--- src/rtl/std_fifo.sv ---
// std_fifo -- single-clock circular-buffer FIFO with registered status flags.
//
// Purpose:
//   DEPTH-entry FIFO of WIDTH-bit words. Occupancy and all status flags are
//   registered. The read port is either a registered output loaded on pop
//   (LATENCY=1) or a first-word fall-through view of the head (LATENCY=0).
//
// Ports:
//   rst          in   synchronous active-high reset
//   clk          in   clock, all state updates on the rising edge
//   push         in   write d this cycle
//   pop          in   remove the head entry this cycle
//   d            in   [WIDTH-1:0] write data
//   q            out  [WIDTH-1:0] read data
//   full         out  count == DEPTH
//   empty        out  count == 0
//   count        out  [log2(DEPTH):0] current occupancy
//   almost_empty out  count <= ALMOST_EMPTY_COUNT
//   almost_full  out  count >= DEPTH - ALMOST_FULL_COUNT
//
// Optional feature:
//   STD_FIFO_ASSERT_EN -- when defined, prints a simulation error (with %m)
//   for every dropped push and every ignored pop. Absent by default.

module std_fifo #(
  parameter int WIDTH              = 32,
  parameter int DEPTH              = 32,
  parameter int ALMOST_FULL_COUNT  = 1,
  parameter int ALMOST_EMPTY_COUNT = 1,
  parameter int LATENCY            = 1
) (
  input  logic                     rst,
  input  logic                     clk,
  input  logic                     push,
  input  logic                     pop,
  input  logic [WIDTH-1:0]         d,
  output logic [WIDTH-1:0]         q,
  output logic                     full,
  output logic                     empty,
  output logic [$clog2(DEPTH):0]   count,
  output logic                     almost_empty,
  output logic                     almost_full
);

  localparam int AW = $clog2(DEPTH);
  localparam int CW = AW + 1;

  logic [WIDTH-1:0] mem [DEPTH];

  logic [AW-1:0] wrPtr_q, wrPtr_d;
  logic [AW-1:0] rdPtr_q, rdPtr_d;
  logic [CW-1:0] count_q, count_d;
  logic          full_q, full_d;
  logic          empty_q, empty_d;
  logic          almostFull_q, almostFull_d;
  logic          almostEmpty_q, almostEmpty_d;

  logic popOk;
  logic pushOk;

  // A pop needs a stored word; a push into a full FIFO is only legal when
  // the same cycle's pop frees the slot it will reuse.
  assign popOk  = pop && !empty_q;
  assign pushOk = push && (!full_q || popOk);

  // Next-state for pointers and occupancy; flags are derived from the new
  // count so they are already consistent with it once registered.
  always_comb begin
    wrPtr_d = wrPtr_q;
    rdPtr_d = rdPtr_q;
    count_d = count_q;
    if (pushOk) begin
      wrPtr_d = wrPtr_q + AW'(1);
    end
    if (popOk) begin
      rdPtr_d = rdPtr_q + AW'(1);
    end
    if (pushOk && !popOk) begin
      count_d = count_q + CW'(1);
    end else if (popOk && !pushOk) begin
      count_d = count_q - CW'(1);
    end
    full_d        = (count_d == CW'(DEPTH));
    empty_d       = (count_d == '0);
    almostFull_d  = (count_d >= CW'(DEPTH - ALMOST_FULL_COUNT));
    almostEmpty_d = (count_d <= CW'(ALMOST_EMPTY_COUNT));
  end

  // Control state; reset returns to the empty condition.
  always_ff @(posedge clk) begin
    if (rst) begin
      wrPtr_q       <= '0;
      rdPtr_q       <= '0;
      count_q       <= '0;
      full_q        <= 1'b0;
      empty_q       <= 1'b1;
      almostFull_q  <= (CW'(0) >= CW'(DEPTH - ALMOST_FULL_COUNT));
      almostEmpty_q <= 1'b1;
    end else begin
      wrPtr_q       <= wrPtr_d;
      rdPtr_q       <= rdPtr_d;
      count_q       <= count_d;
      full_q        <= full_d;
      empty_q       <= empty_d;
      almostFull_q  <= almostFull_d;
      almostEmpty_q <= almostEmpty_d;
    end
  end

  // Storage has no reset. On push+pop while full both pointers address the
  // same slot; the read sees the old word because the write lands at the edge.
  always_ff @(posedge clk) begin
    if (!rst && pushOk) begin
      mem[wrPtr_q] <= d;
    end
  end

  generate
    if (LATENCY == 1) begin : gLatency1
      logic [WIDTH-1:0] qReg_q;

      // Registered read port: captures the head on each accepted pop and
      // holds it until the next one.
      always_ff @(posedge clk) begin
        if (rst) begin
          qReg_q <= '0;
        end else if (popOk) begin
          qReg_q <= mem[rdPtr_q];
        end
      end

      assign q = qReg_q;
    end else begin : gLatency0
      // Fall-through: head is visible while anything is stored, zero otherwise.
      assign q = empty_q ? '0 : mem[rdPtr_q];
    end
  endgenerate

  assign full         = full_q;
  assign empty        = empty_q;
  assign count        = count_q;
  assign almost_full  = almostFull_q;
  assign almost_empty = almostEmpty_q;

`ifdef STD_FIFO_ASSERT_EN
  // Misuse reporting only; does not affect the datapath.
  always_ff @(posedge clk) begin
    if (!rst) begin
      if (push && !pushOk) begin
        $error("%m: push dropped, FIFO full");
      end
      if (pop && empty_q) begin
        $error("%m: pop ignored, FIFO empty");
      end
    end
  end
`endif

endmodule

--- config.mk ---
export PLATFORM = sky130hd
export DESIGN_NAME = std_fifo
export DESIGN_NICKNAME = d
export VERILOG_FILES = /design/src/rtl/std_fifo.sv
export SDC_FILE = /design/constraint.sdc
export NUM_CORES = 1
export LEC_CHECK = 0
export CORE_ASPECT_RATIO = 1.4
export CORE_MARGIN = 5
export CORE_UTILIZATION = 39
export CTS_CLUSTER_DIAMETER = 60
export DETAILED_ROUTE_END_ITERATION = 6
export PLACE_DENSITY = 0.6
export SYNTH_ARGS = -nofsm -noshare
export SYNTH_HDL_FRONTEND = slang
export SYNTH_SLANG_ARGS = --single-unit
--- constraint.sdc ---
create_clock -name clk -period 4.25 [get_ports clk]
set_input_delay 1.275 -clock clk [delete_from_list [all_inputs] [get_ports clk]]
set_output_delay 1.275 -clock clk [all_outputs]
set_load 0.05 [all_outputs]
==> results.md <==
Worst setup path:
- The sort of element at the end of the critical path is a flop.
- The highest net fanout along the worst path is 28.
- The signal on the critical path passes through buf_12 > mux4_2 > a22o_1 > a2111oi_0 > buf_4 > a21oi_1 > a22o_1.
- The worst register-to-register path ends at q[14].
- STA classifies the critical path startpoint as a flop.
- The number of buffer and inverter stages on the critical path is 2.
- Counting stages on the worst path, the most repeated cell is a22o_1.
- The setup check on the worst reg-to-reg path leaves a slack of between 0.9 and 1 ns.
- The cell with the biggest individual delay on the critical path is a2111oi_0.
- The endpoint required time on the critical path is 4.82 ns.
- The kind of critical path is reg2reg.
- The startpoint identified for the worst register-to-register timing path is rdPtr_q[0].
- The path depth of the worst reg2reg path is 7.
- The kind of cell with the highest combined delay along the critical path is compound AO/OA/AOI/OAI gates.
- At the worst endpoint, the arrival time is ~4 ns.
- In this design, the stage delay of the slowest critical-path cell is a little over 0.8 ns.

Timing:
- For the pin with the worst max-slew slack, the measured transition is roughly 1.1 ns.
- The highest attainable clock frequency is 300.0 MHz.
- Setup violations remaining at the end of the flow were counted as 0.
- The final setup skew is 0.02051 ns.
- The headroom to the max-slew limit is 0.2464.
- The minimum clock period is about 3.3 ns.
- The post-route setup TNS is 0 ns.
- Setup repair after global routing left no endpoint under its margin.
- The max-slew violation count is 0.
- The final number of hold-violating endpoints is 0.
- In the finished design, the share of the clock period the worst path needs comes to 0.7842.

Placement:
- After detailed placement, the design holds a cell count of 3363.
- The number of buffers added on ports is 77.
- The instance area after placement is 44190 um^2.
- The wire-length estimate of the detail-placed layout is approximately 66000 um.
- The final weighted congestion of routability-driven global placement is 0.8624.

Layout:
- The finished layout holds 3549 standard cells, fillers aside.
- In the final layout, the share of cells above drive strength 1 is 0.2524.
- After routing the design area is 47540 um^2.
- The total number of nets in the final design is between 2k and 2.5k.
- Once layout is complete, the utilization of the core stands at 0.4569.
- From synthesis to final layout, the design area changed by 16.55%.

Logic synthesis:
- The proportion of synthesized flip-flops having asynchronous set or reset is 0.
- The synthesized design contains approximately 1.1k register bits.
- The number of nets handed over by synthesis was 1954.
- The share of the yosys chip area belonging to registers is 0.7794.
- Synthesis handed over a netlist of between 1.5k and 2k instances.
- The cell accounting for the most synthesized area is edfxtp_1.
- The most instantiated library cell after synthesis is edfxtp_1.
- The prevailing post-synth register cell is edfxtp_1.
- In this run the cell area of the synthesized design comes to around 41000 um^2.
- The commonest cells after synthesis are 1024 x edfxtp_1, 193 x mux4_2, 128 x mux2i_1.
- Ranked by total cell area, the synthesized netlist is headed by edfxtp_1 75%, mux4_2 11%, mux2i_1 3.1%.
- The mean area per synthesized cell is 21.34 um^2.
- The area share of the largest cell type after synthesis is 0.7539.
- Yosys mapped a number of flops with a built-in enable equal to 1024.
- The distinct cell type count after synthesis is 49.
- The warning count from the yosys run is 0.

Clock network:
- The library cell used as clock root buffer is clkbuf_16.
- The clock sink count is roughly 1.1k.
- The maximum buffer depth of the clock tree is 3.
- The number of buffers inserted by hold repair at cts is 0.
- After clock tree synthesis, the clock-pin slew on the worst setup and hold paths is approximately 0.06 ns.
- In this run, CTS created clock tree buffers numbering 98.
- The H-tree generated during clock tree synthesis spans 3 levels.
- In this run, post-CTS repair resized a total of 0 instances.
- Once the clock tree was built, the setup fixing pass inserted 0 buffers.
- The clock tree from TritonCTS is done.
- The later pin in the worst-skew pair is clocked with a latency of ~0.69 ns.

Pwr:
- Across the VDD grid, the largest voltage drop is between 0.0003 and 0.0004 V.
- The static leakage is between 10 and 15 nW.
- Dividing total power by cell area gives a power density of 497.9 nW/um^2.

Global route:
- The initial antenna violation count is 1.
- After global routing the overflow that remains totals 0.
- Entering global routing, the biggest net connects 64 pins.
- The number of global-route vias before repair is about 20k.
- The overall track demand over capacity in global routing is 0.1792.
- The wire length of the first global-routing pass is 146300 um.

Drt:
- The via count normalized by instance count is 5.538.
- Dividing the detail-routed wire length by the instance count gives 28.31 um.
- The post-detailed-route DRC marker count is 0.
- The post-route antenna net violation count is 0.
- The number of iterations in the first detailed-routing pass is 5.
- Detailed routing inserted a total of 19.65k vias.
- The routed wire length is 100500 um.
- The first routing iteration left 1724 violations.

Die:
- The floorplan step defined a die boundary enclosing about 110000 um^2.
- From left edge to right edge, the die measures between 200 and 300 um.
- The number of placed I/O pins is 78.
- The die outline height is roughly 390 um.
- For this configuration, the core starts out at a cell density of 0.3920.
- The core footprint is between 100000 and 150000 um^2.
- The number of standard-cell rows in the floorplan is 140.

Worst hold path:
- Counting instances, the worst hold path has a depth of 1.
- The tightest min-delay check is of the reg2reg type.
- For hold timing, the worst endpoint is q[20].
- The launch instance of the worst min-delay path is q[20].

Run:
- The number of maximum-capacitance constraint violations is 0.

Run status:
- The flow ran to the end, and the final reports show no timing, DRC or antenna violations.
## layer usage
metal	vias to the layer above	GRT usage	share of wire
met5	-	0	0
met4	0	0.06460	0.032
met3	140	0.02255	0.039
met2	509	0.3333	0.55
met1	10500	0.2143	0.38
li1	8509	-	-
## worst max-delay path by stage
| stage | startpoint | end | cells after the start |
|---|---|---|---|
| global route | rdPtr_q[0] | q[27] | 7 |
| global placement | pop | mem[19][13] | 7 |
| floorplan | pop | mem[28][0] | 6 |
| detailed placement | push | mem[18][15] | 6 |
| CTS | rdPtr_q[0] | q[27] | 7 |
| finish | rdPtr_q[0] | q[14] | 7 |
## state kept, by name, indices dropped and copies added (netlist names)
register,cells
wrPtr_q,5
q,32
rdPtr_q,5
almost_empty,1
count,6
full,1
mem,1024
empty,1
almost_full,1
## cell type report
cell class	instances	area, um^2
Antenna cell	1	2.502
Clock buffer	120	2648
Clock inverter	65	698.2
Fill cell	8597	56510
Inverter	8	30.03
Multi-Input combinational cell	713	8647
Sequential cell	1076	31810
Tap cell	1349	1688
Timing Repair Buffer	217	2017
## kinds of logic (layout without fill, tap and decap cells)
group,count (synthesis),after routing,share of synthesized area
buf+inv,122,410,0.01528
xor+xnor,12,12,0.002577
flops,1076,1076,0.7794
fa+ha+maj,7,7,0.002147
simple gates,102,102,0.01230
mux,321,321,0.1380
other cells,0,1,0
compound gates,271,271,0.05028
## power by group
part / internal (mW) / switching [mW]
sequential: 11.7 / 0.125
clock: 5.20 / 3.86
combinational: 1.18 / 1.60
total: 18.1 / 5.58
## worst register-to-register path: stages, from the launching register on
cell and delay, ns:
dfxtp_4 0.76, buf_12 0.32, mux4_2 0.52, a22o_1 0.32, a2111oi_0 0.82, buf_4 0.25
a21oi_1 0.05, a22o_1 0.19
## stage by stage
stage	power, mW	hold WS (ns)	worst slack [ns]
global route	24.46	0.5020	0.6769
detailed placement	14.90	0.4663	0.5882
global placement	14.87	0.4626	0.5462
CTS	23.91	0.4812	0.6943
finish	23.67	0.4770	0.9171
floorplan	13.79	0.5538	0.1940
## cell usage in the layout, fill, tap and decap left out, types with 5 or more instances in the layout
master and instances:
o22ai_1 32, xnor2_1 5, mux4_2 193, inv_6 5
xor2_1 7, buf_2 11, nor2_4 31, clkbuf_16 100
buf_12 20, nand3b_1 6, ha_1 7, a22o_1 62
a22oi_1 33, nand2_1 10, a2111oi_1 7, mux2i_1 128
bufinv_16 12, dfxtp_1 48, clkdlybuf4s50_1 66, inv_1 8
clkbuf_8 7, a21oi_1 65, a2111oi_0 15, a2111oi_2 10
clkinv_1 14, buf_4 120, clkinvlp_4 6, nor2_1 17
edfxtp_1 1024, clkbuf_1 13, clkinv_2 21, o221ai_1 33
Note: power is estimated with default switching activity, not from simulation.
